--- src/rtl/_decoder_pipe_if.sv ---
// Handshake bundle for _decoder_pipe: producer side (in_valid/in_ready/in/mode)
// and consumer side (out_valid/out_ready/out/out_err) in one interface.
// master = the environment around the decoder, slave = the decoder itself.
interface _decoder_pipe_if #(
    parameter int N = 5,
    parameter int M = 32
);
    logic         in_valid;
    logic         in_ready;
    logic [N-1:0] in;
    logic         mode;
    logic         out_valid;
    logic         out_ready;
    logic [M-1:0] out;
    logic         out_err;

    modport master (
        output in_valid, in, mode, out_ready,
        input  in_ready, out_valid, out, out_err
    );

    modport slave (
        input  in_valid, in, mode, out_ready,
        output in_ready, out_valid, out, out_err
    );
endinterface

--- src/rtl/_decoder_pipe.sv ---
// _decoder_pipe: registered, flow-controlled N-to-M decoder (one-hot or
// thermometer) with an output register plus one skid register.
// Optional feature macro: DECODER_PIPE_ERRCNT_EN adds a saturating 8-bit
// count of accepted out-of-range indices on port err_count.
//
// Handshake: a transfer happens on a rising edge where valid && ready are
// both high on that side; valid never depends on ready, and in_ready comes
// only from the skid register's valid bit (plus reset), never from out_ready.
module _decoder_pipe #(
    parameter int N = 5,
    parameter int M = 32
) (
    input  logic               clk,
    input  logic               rst,
    _decoder_pipe_if.slave     bus
`ifdef DECODER_PIPE_ERRCNT_EN
    ,
    output logic [7:0]         err_count
`endif
);
    // Index is widened so that comparing against M never wraps when M == 2**N.
    localparam int CMP_W = $clog2(M) + 1;
    localparam int W     = (N > CMP_W) ? N : CMP_W;
    localparam logic [W-1:0] M_W = W'(M);

    logic [W-1:0] w_idx;
    logic [M-1:0] w_word;
    logic         w_err;
    logic         w_acc;
    logic         w_drn;

    logic [M-1:0] r_o_word;
    logic         r_o_err;
    logic         r_o_valid;
    logic [M-1:0] r_s_word;
    logic         r_s_err;
    logic         r_s_valid;

    assign w_idx = W'(bus.in);

    // Decode the presented index: one-hot (mode 0) or thermometer (mode 1),
    // forced to zero with the error flag when the index is out of range.
    always_comb begin
        w_err  = (w_idx >= M_W);
        w_word = '0;
        for (int i = 0; i < M; i++) begin
            if (!w_err) begin
                if (bus.mode) begin
                    w_word[i] = (w_idx >= W'(i));
                end else begin
                    w_word[i] = (w_idx == W'(i));
                end
            end
        end
    end

    assign bus.in_ready  = !r_s_valid && !rst;
    assign w_acc         = bus.in_valid && bus.in_ready;
    assign w_drn         = r_o_valid && bus.out_ready;

    assign bus.out_valid = r_o_valid;
    assign bus.out       = r_o_word;
    assign bus.out_err   = r_o_err;

    // Output/skid register update: fill O when it is free or draining,
    // otherwise park in S; on a drain, S refills O before O goes empty.
    always_ff @(posedge clk or posedge rst) begin
        if (rst) begin
            r_o_word  <= '0;
            r_o_err   <= 1'b0;
            r_o_valid <= 1'b0;
            r_s_word  <= '0;
            r_s_err   <= 1'b0;
            r_s_valid <= 1'b0;
        end else begin
            if (w_acc && (!r_o_valid || w_drn)) begin
                // S is necessarily empty here because w_acc requires in_ready.
                r_o_word  <= w_word;
                r_o_err   <= w_err;
                r_o_valid <= 1'b1;
            end else if (w_acc) begin
                r_s_word  <= w_word;
                r_s_err   <= w_err;
                r_s_valid <= 1'b1;
            end else if (w_drn && r_s_valid) begin
                r_o_word  <= r_s_word;
                r_o_err   <= r_s_err;
                r_s_valid <= 1'b0;
            end else if (w_drn) begin
                r_o_valid <= 1'b0;
            end
        end
    end

`ifdef DECODER_PIPE_ERRCNT_EN
    logic [7:0] r_err_count;

    // Count accepted out-of-range indices, sticking at 255.
    always_ff @(posedge clk or posedge rst) begin
        if (rst) begin
            r_err_count <= 8'd0;
        end else if (w_acc && w_err && (r_err_count != 8'hFF)) begin
            r_err_count <= r_err_count + 8'd1;
        end
    end

    assign err_count = r_err_count;
`endif
endmodule

--- src/flat_wrapper.sv ---
// flat-port wrapper written by rule: the top's interface ports become plain ports
module _decoder_pipe_flat 
#(
    parameter int N = 5,
    parameter int M = 32
)
  (clk, rst, bus_in_valid, bus_in, bus_mode, bus_out_ready, bus_in_ready, bus_out_valid, bus_out, bus_out_err);
  _decoder_pipe_if #(.N(N), .M(M)) bus_i ();
  input  logic clk;
  input  logic rst;
  input wire logic [$bits(bus_i.in_valid)-1:0] bus_in_valid;
  input wire logic [$bits(bus_i.in)-1:0] bus_in;
  input wire logic [$bits(bus_i.mode)-1:0] bus_mode;
  input wire logic [$bits(bus_i.out_ready)-1:0] bus_out_ready;
  output wire logic [$bits(bus_i.in_ready)-1:0] bus_in_ready;
  output wire logic [$bits(bus_i.out_valid)-1:0] bus_out_valid;
  output wire logic [$bits(bus_i.out)-1:0] bus_out;
  output wire logic [$bits(bus_i.out_err)-1:0] bus_out_err;
  assign bus_i.in_valid = bus_in_valid;
  assign bus_i.in = bus_in;
  assign bus_i.mode = bus_mode;
  assign bus_i.out_ready = bus_out_ready;
  assign bus_in_ready = bus_i.in_ready;
  assign bus_out_valid = bus_i.out_valid;
  assign bus_out = bus_i.out;
  assign bus_out_err = bus_i.out_err;
  _decoder_pipe #(.N(N), .M(M)) u_core (.clk(clk), .rst(rst), .bus(bus_i));
endmodule
--- config.mk ---
export PLATFORM = sky130hd
export DESIGN_NAME = _decoder_pipe_flat
export DESIGN_NICKNAME = d
export VERILOG_FILES = /design/src/rtl/_decoder_pipe_if.sv /design/src/rtl/_decoder_pipe.sv /design/src/flat_wrapper.sv
export SDC_FILE = /design/constraint.sdc
export NUM_CORES = 1
export LEC_CHECK = 0
export ABC_AREA = 0
export ABC_CLOCK_PERIOD_IN_PS = 3400
export CELL_PAD_IN_SITES_DETAIL_PLACEMENT = 0
export CELL_PAD_IN_SITES_GLOBAL_PLACEMENT = 1
export CORE_MARGIN = 2
export CORE_UTILIZATION = 47
export DETAILED_ROUTE_END_ITERATION = 8
export PLACE_DENSITY = 0.92
export SKIP_LAST_GASP = 1
export SYNTH_ARGS = -nofsm -noshare
export SYNTH_HDL_FRONTEND = slang
export SYNTH_SLANG_ARGS = --single-unit
--- constraint.sdc ---
create_clock -name clk -period 3.4 [get_ports clk]
set_input_delay 0.68 -clock clk [delete_from_list [all_inputs] [get_ports clk]]
set_output_delay 0.68 -clock clk [all_outputs]
set_load 0.01 [all_outputs]
==> metrics.log, run 1 <==
INFO  metric critical_path.max_fanout = 4
INFO  metric transition_time_at_the_pin_with_the_least_slew_margin = 922.5 ps
INFO  metric io-pin-count = 45
INFO  metric pins_over_slew_limit = 0
INFO  metric drv_cap = 0
INFO  metric initialDrtViolationCount = 156
INFO  metric track_usage = ~20%
INFO  metric cts-buffers-inserted = 9
INFO  metric outcome = finished clean
INFO  metric grt_start_max_net_pins = 67
INFO  metric cts_tree = built
INFO  metric max_clock_freq = approximately 400 MHz
INFO  metric critical-path-max-stage-delay = ~540 ps
INFO  metric synth_flop_cell = sky130_fd_sc_hd__dfrtp_1
INFO  metric timing.setup.tns = 0 ps
INFO  metric initial_core_util = 48.21%
INFO  metric yosys.area_share.xor_xnor = 0%
INFO  metric worst_clock_skew = 4.773 ps
INFO  metric area_enclosed_by_the_die_boundary = 8105 µm²
INFO  metric coreArea = ~7000 µm²
INFO  metric layout.cells.most_common_list = sky130_fd_sc_hd__dfrtp_1, sky130_fd_sc_hd__o21ai_0, sky130_fd_sc_hd__mux2i_1
INFO  metric fp.dieH = around 90 µm
INFO  metric antenna_violating_nets_post_route = 0
INFO  metric clock_tree.buffer_depth = 2
INFO  metric syn_to_final_growth = 19.78%
INFO  metric hold_path.startpoint = u_core.r_s_word[21]
INFO  metric worstHoldPathType = reg2reg
INFO  metric relSlewSlack = 38.50%
INFO  metric ctsHoldBuffers = 0
INFO  metric post_cts_resized = 0
INFO  metric first_global_vias = ~2600
INFO  metric cells_after_synth = ~330
INFO  metric drt_pre_antenna_iters = 4
INFO  metric cts_root_buffer = sky130_fd_sc_hd__clkbuf_8
INFO  metric main_combinational_cell_family_by_area_after_synthesis = multiplexers
INFO  metric cp.arrival = 1810 ps
INFO  metric route.vias.total = approximately 2600
INFO  metric final_net_count = 369
INFO  metric warnings_from_yosys = 0
INFO  metric syn_avg_cell_area = approximately 11 µm²
INFO  metric dp.final_hpwl = approximately 5200 µm
INFO  metric synth.mux.area_fraction = 18.53%
INFO  metric rows = 31
INFO  metric synth_compound_gate_area_share = roughly 17%
INFO  metric synth.distinct_cells = 51
INFO  metric synth-async-reset-ratio = 100.0%
INFO  metric worstSkewPairLatency = ~350 ps
INFO  metric end_kind = output pin
INFO  metric syn-cell-area = 3478 µm²
INFO  metric hold-path-endpoint = u_core.bus.out[21]
INFO  metric numPortBuffers = 43
INFO  metric synth_edf_count = 0
INFO  metric ff_to_ff_setup_slack = between 1000 and 1500 ps
INFO  metric grt_setup_unrepaired = false
INFO  metric worst-r2r-cell-count = 3
INFO  metric drc = 0
INFO  metric synth_sequential_area_ratio = around 47%
INFO  metric grt_remaining_overflow = 0
INFO  metric drive_above_1_share = between 10% and 20%
INFO  metric crit-reg2reg-launch = u_core.r_s_valid
INFO  metric cp_common_cell = sky130_fd_sc_hd__clkdlybuf4s50_1
INFO  metric post_synth_main_area_contributors = sky130_fd_sc_hd__dfrtp_1, sky130_fd_sc_hd__mux2i_1, sky130_fd_sc_hd__o21ai_0
INFO  metric clkSinkCount = 66
INFO  metric clk_pin_slew_worst_paths = about 70 ps
INFO  metric report.final.hold_viol_count = 0
INFO  metric yosys.area_share.simple = a little over a tenth
INFO  metric floorplan.die.width = approximately 90 µm
INFO  metric drt-total-wl = roughly 7700 µm
INFO  metric final_common_cell = sky130_fd_sc_hd__dfrtp_1
INFO  metric worstReg2RegEnd = u_core.bus.out[22]
INFO  metric mappedNetlistNets = ~340
INFO  metric netlist.area_leader.share = 47.48%
INFO  metric grt_antenna_before_repair = 0
INFO  metric period_minus_slack = about 2500 ps
INFO  metric yosysTopAreaCell = sky130_fd_sc_hd__dfrtp_1
INFO  metric peakVddDrop = 0.3492 mV
INFO  metric cellPowerDensity = ~700 nW/µm²
INFO  metric setup_violations = 0
INFO  metric grt_pass1_wl = 13120 µm
INFO  metric cts_setup_buffers = 0
INFO  metric worst_setup_path_start_kind = primary input
INFO  metric period_share = 73.32%
INFO  metric synth_adder_area_share = 0%
INFO  metric crit_path_top_delay_cell = sky130_fd_sc_hd__clkdlybuf4s50_1
INFO  metric cp_cell_sequence = clkdlybuf4s50_1 > nor2_1 > clkdlybuf4s50_1
INFO  metric min_path_cells = 2
INFO  metric total_leakage_power = slightly below 2 nW
INFO  metric htree_num_levels = 3
INFO  metric wl_per_cell = between 15 and 20 µm
INFO  metric filler_cell_count = between 600 and 700
INFO  metric timing_worst_setup_path_type = in2out
INFO  metric gp_congestion = 0.8271
INFO  metric count_of_inserted_antenna_diode_cells = 0
INFO  metric whs = 474.4 ps
INFO  metric timing.critical_path.required = roughly 2700 ps
INFO  metric synth.ff_latch_count = 66
INFO  metric vias_per_cell = 5.695
cells by family (layout without fill, tap and decap cells):
kind of cell / after synthesis / after routing
AOI/OAI and AO/OA: 95 / 95
DFF: 66 / 66
muxes: 62 / 62
and+or+nand+nor: 60 / 60
buffers and inverters: 41 / 80
other: 1 / 1
power by group:
part / internal, mW / leakage (nW) / switching, mW
clock network: 0.411 / 0.105 / 0.310
logic: 0.530 / 0.993 / 0.429
registers: 1.08 / 0.855 / 0.167
total: 2.02 / 1.95 / 0.906
sequential cells by signal (all words and copies together) (netlist names):
name and count:
u_core.r_s_valid 1, u_core.bus.out_valid 1, u_core.r_s_word 32, u_core.bus.out 32
synth_stat cells, drive strengths merged (3+ instances only):
| cell type | n |
|---|---|
| inv | 6 |
| clkbuf | 12 |
| nor3b | 3 |
| buf | 23 |
| mux2 | 13 |
| o21a | 4 |
| nor2 | 7 |
| o21ai | 62 |
| nor4 | 5 |
| and3 | 5 |
| mux2i | 49 |
| and2 | 11 |
| dfrtp | 66 |
| a221o | 3 |
| nand2 | 10 |
| nor3 | 6 |
| o221ai | 5 |
| o22ai | 3 |
stage by stage:
stage                     cell area (µm²)  total power, mW  instances  setup WS [ps]  util (%)
after detailed placement             3949            2.222        447          790.4     54.73
after global placement               3949            2.185        447          807.3     54.73
after global routing                 4167            3.095        463          860.7     57.75
final                                4167            2.927        463          907.3     57.75
after CTS                            4167            2.949        463          901.4     57.75
after floorplan                      3478            1.773        325           1065         -
final cells by class:
| class | instances | area, µm² | area share (%) |
|---|---|---|---|
| Sequential cell | 66 | 1652 | 39.64 |
| Multi-Input combinational cell | 218 | 1595 | 38.29 |
| Timing Repair Buffer | 58 | 555.5 | 13.33 |
| Clock buffer | 9 | 123.9 | 2.973 |
| Tap cell | 99 | 123.9 | 2.973 |
| Clock inverter | 7 | 93.84 | 2.252 |
| Inverter | 6 | 22.52 | 0.5405 |
worst max-delay path by stage:
stage / from / end / slack, ps / cells past startpoint
2_1_floorplan: rst / u_core.bus.out[0] / 1070 / 1
3_3_place_gp: bus_in[4] / u_core.r_s_word[27] / 810 / 5
3_5_place_dp: bus_in[1] / u_core.bus.out[1] / 790 / 4
4_1_cts: rst / bus_in_ready / 900 / 3
5_1_grt: rst / bus_in_ready / 860 / 3
6_report: rst / bus_in_ready / 910 / 3
worst max-delay path: cells and delay by family:
kind / cells / cell delay [ps]
buffers and inverters: 2 / 1010
AND/OR/NAND/NOR: 1 / 120
per-layer routing:
layer  track usage [%]  up-vias  wire length [µm]
met5                 0        -                 0
li1                  -     1251                 -
met2             30.58       65              3579
met3             3.604       18               406
met1             27.77     1303              3577
met4             9.103        0               178
Power figures use the tool's default switching activity.
==> run 2, diff against run 1 <==
--- a/config.mk
+++ b/config.mk
@@ -6,13 +6,13 @@
 export NUM_CORES = 1
 export LEC_CHECK = 0
 export ABC_AREA = 0
-export ABC_CLOCK_PERIOD_IN_PS = 3400
+export ABC_CLOCK_PERIOD_IN_PS = 2300
 export CELL_PAD_IN_SITES_DETAIL_PLACEMENT = 0
 export CELL_PAD_IN_SITES_GLOBAL_PLACEMENT = 1
 export CORE_MARGIN = 2
-export CORE_UTILIZATION = 47
+export CORE_UTILIZATION = 44
 export DETAILED_ROUTE_END_ITERATION = 8
-export PLACE_DENSITY = 0.92
+export PLACE_DENSITY = 0.87
 export SKIP_LAST_GASP = 1
 export SYNTH_ARGS = -nofsm -noshare
 export SYNTH_HDL_FRONTEND = slang
==> constraint.sdc (replaced) <==
create_clock -name clk -period 2.3 [get_ports clk]
set_input_delay 0.46 -clock clk [delete_from_list [all_inputs] [get_ports clk]]
set_output_delay 0.46 -clock clk [all_outputs]
set_load 0.01 [all_outputs]
==> run 2 against run 1 <==
Clock skew rose by 2.7 ps; utilization decreased by 2.1 points; global-route usage decreased by 0.14 points; register-to-register slack got worse by 800 ps; worst setup slack worse by 670 ps; sequential power is 47% higher; non-clock buffer count up 11; clock power grew 44%; flip-flop and latch count stayed put; wire length grew 2.1%; total power rose by 48%.
==> metrics.log, run 2 (same netlist as run 1, synthesis figures left out) <==
INFO  metric outcome = finished clean
INFO  metric vias_per_cell = about 5.6
INFO  metric dp.final_hpwl = between 5000 and 6000 µm
INFO  metric crit_path_top_delay_cell = sky130_fd_sc_hd__clkdlybuf4s50_1
INFO  metric first_global_vias = 2590
INFO  metric setup_violations = 0
INFO  metric grt_antenna_before_repair = 0
INFO  metric clkSinkCount = 66
INFO  metric timing.critical_path.required = 1840 ps
INFO  metric report.final.hold_viol_count = 0
INFO  metric pins_over_slew_limit = 0
INFO  metric final_common_cell = sky130_fd_sc_hd__dfrtp_1
INFO  metric initial_core_util = between 40% and 50%
INFO  metric floorplan.die.width = 92.91 µm
INFO  metric rows = 32
INFO  metric syn_to_final_growth = 23.02%
INFO  metric grt_setup_unrepaired = false
INFO  metric post_cts_resized = 0
INFO  metric cp_common_cell = sky130_fd_sc_hd__clkdlybuf4s50_1
INFO  metric cts_root_buffer = sky130_fd_sc_hd__clkbuf_8
INFO  metric filler_cell_count = roughly 700
INFO  metric worst_clock_skew = around 7.5 ps
INFO  metric coreArea = between 7000 and 8000 µm²
INFO  metric drt-total-wl = ~7900 µm
INFO  metric drv_cap = 0
INFO  metric timing_worst_setup_path_type = in2out
INFO  metric grt_pass1_wl = between 10000 and 15000 µm
INFO  metric gp_congestion = approximately 0.83
INFO  metric drive_above_1_share = between 15 and 20%
INFO  metric grt_remaining_overflow = 0
INFO  metric place.detailed.instances = 461
INFO  metric multi_input_gate_area_in_the_final_layout = 1595 µm²
INFO  metric final_net_count = 380
INFO  metric cellPowerDensity = around 1000 nW/µm²
INFO  metric area_enclosed_by_the_die_boundary = between 8000 and 9000 µm²
INFO  metric total_leakage_power = 2.019 nW
INFO  metric worst-r2r-cell-count = 4
INFO  metric count_of_inserted_antenna_diode_cells = 0
INFO  metric route.vias.total = 2669
INFO  metric grt_start_max_net_pins = 67
INFO  metric initialDrtViolationCount = 155
INFO  metric min_path_cells = 2
INFO  metric critical-path-max-stage-delay = approximately 540 ps
INFO  metric critical_path.max_fanout = 4
INFO  metric stdcell_count = between 400 and 500
INFO  metric drc = 0
INFO  metric worstHoldPathType = reg2reg
INFO  metric cp_cell_sequence = clkdlybuf4s50_1 > nor2_1 > clkdlybuf4s50_1
INFO  metric fp.dieH = 92.91 µm
INFO  metric period_share = 89.75%
INFO  metric crit_family = buffers and inverters
INFO  metric clk_pin_slew_worst_paths = 60 ps
INFO  metric timing.setup.tns = 0 ps
INFO  metric drt_pre_antenna_iters = 6
INFO  metric htree_num_levels = 3
INFO  metric regArea = 1652 µm²
INFO  metric end_kind = output pin
INFO  metric worstPathBufferInverterCount = 2
INFO  metric worstSkewPairLatency = 350 ps
INFO  metric worst_setup_path_start_kind = primary input
INFO  metric wl_per_cell = ~17 µm
INFO  metric cts_tree = built
INFO  metric cp.arrival = 1600 ps
INFO  metric numPortBuffers = 43
INFO  metric cts_setup_buffers = 0
INFO  metric layout.cells.most_common_list = sky130_fd_sc_hd__dfrtp_1, sky130_fd_sc_hd__o21ai_0, sky130_fd_sc_hd__mux2i_1
INFO  metric period_minus_slack = 2064 ps
INFO  metric ctsHoldBuffers = 0
INFO  metric design_area = approximately 4300 µm²
INFO  metric antenna_violating_nets_post_route = 0
INFO  metric cp.depth = 3
INFO  metric dpl_cell_area = 4073 µm²
INFO  metric cts-buffers-inserted = 9
INFO  metric peakVddDrop = 0.5352 mV
INFO  metric clock_tree.buffer_depth = 2
INFO  metric track_usage = approximately a fifth
INFO  metric max_clock_freq = 484.4 MHz
INFO  metric io-pin-count = 45
==> run 2: cell count changes in the layout (fill, tap and decap cells not counted), sizes merged <==
cell      delta
buf         +11
clkbuf       +2
clkinv       -2
clkinvlp     -2
==> run 2: area by class of cell <==
type                            instances  share of cell area (%)
Timing Repair Buffer                   69                   15.79
Sequential cell                        66                   38.60
Clock inverter                          3                   1.520
Multi-Input combinational cell        218                   37.28
Clock buffer                           11                   3.304
Inverter                                6                  0.5263
Tap cell                              102                   2.982
==> run 2: routing by layer <==
metal  part of all wire (%)  GRT usage [%]  vias up
met4                    1.1          5.882        0
li1                       -              -     1276
met2                     46          30.80       60
met3                    4.7          5.207        7
met1                     48          27.39     1326
met5                      0              0        -
==> run 2: tightest hold or removal path: cells and delay by family, from the launching register on <==
kind            cells  cell delay (ps)
flops               1              340
compound gates      1               60
simple gates        1               50
==> run 2: through the flow <==
stage | utilization (%) | power [mW] | setup slack, ps | hold WS [ps]
after floorplan | - | 2.621 | 185.2 | 449.5
after global placement | 52.98 | 3.279 | 125.0 | 462.1
after detailed placement | 52.98 | 3.337 | 158.9 | 471.3
after CTS | 55.66 | 4.390 | 218.2 | 493.8
after global routing | 55.66 | 4.619 | 191.1 | 508.9
final | 55.66 | 4.345 | 235.8 | 494.6
==> run 2: final timing paths <==
| check | from | endpoint | slack, ps |
|---|---|---|---|
| worst max-delay path | rst | bus_in_ready | 240 |
| worst min-delay path | u_core.r_s_word[22] | u_core.bus.out[22] | 490 |
| worst max register to register | u_core.r_s_valid | u_core.bus.out[22] | 650 |
| worst min register to register | u_core.r_s_word[22] | u_core.bus.out[22] | 490 |
| max in group asynchronous | rst | u_core.r_s_word[27] | 1410 |
| min in group asynchronous | rst | u_core.r_s_valid | 580 |
==> run 2: where the power goes <==
group | switching [mW] | internal (mW)
Sequential | 0.241 | 1.60
Combinational | 0.643 | 0.820
Clock | 0.417 | 0.626
Total | 1.30 | 3.04
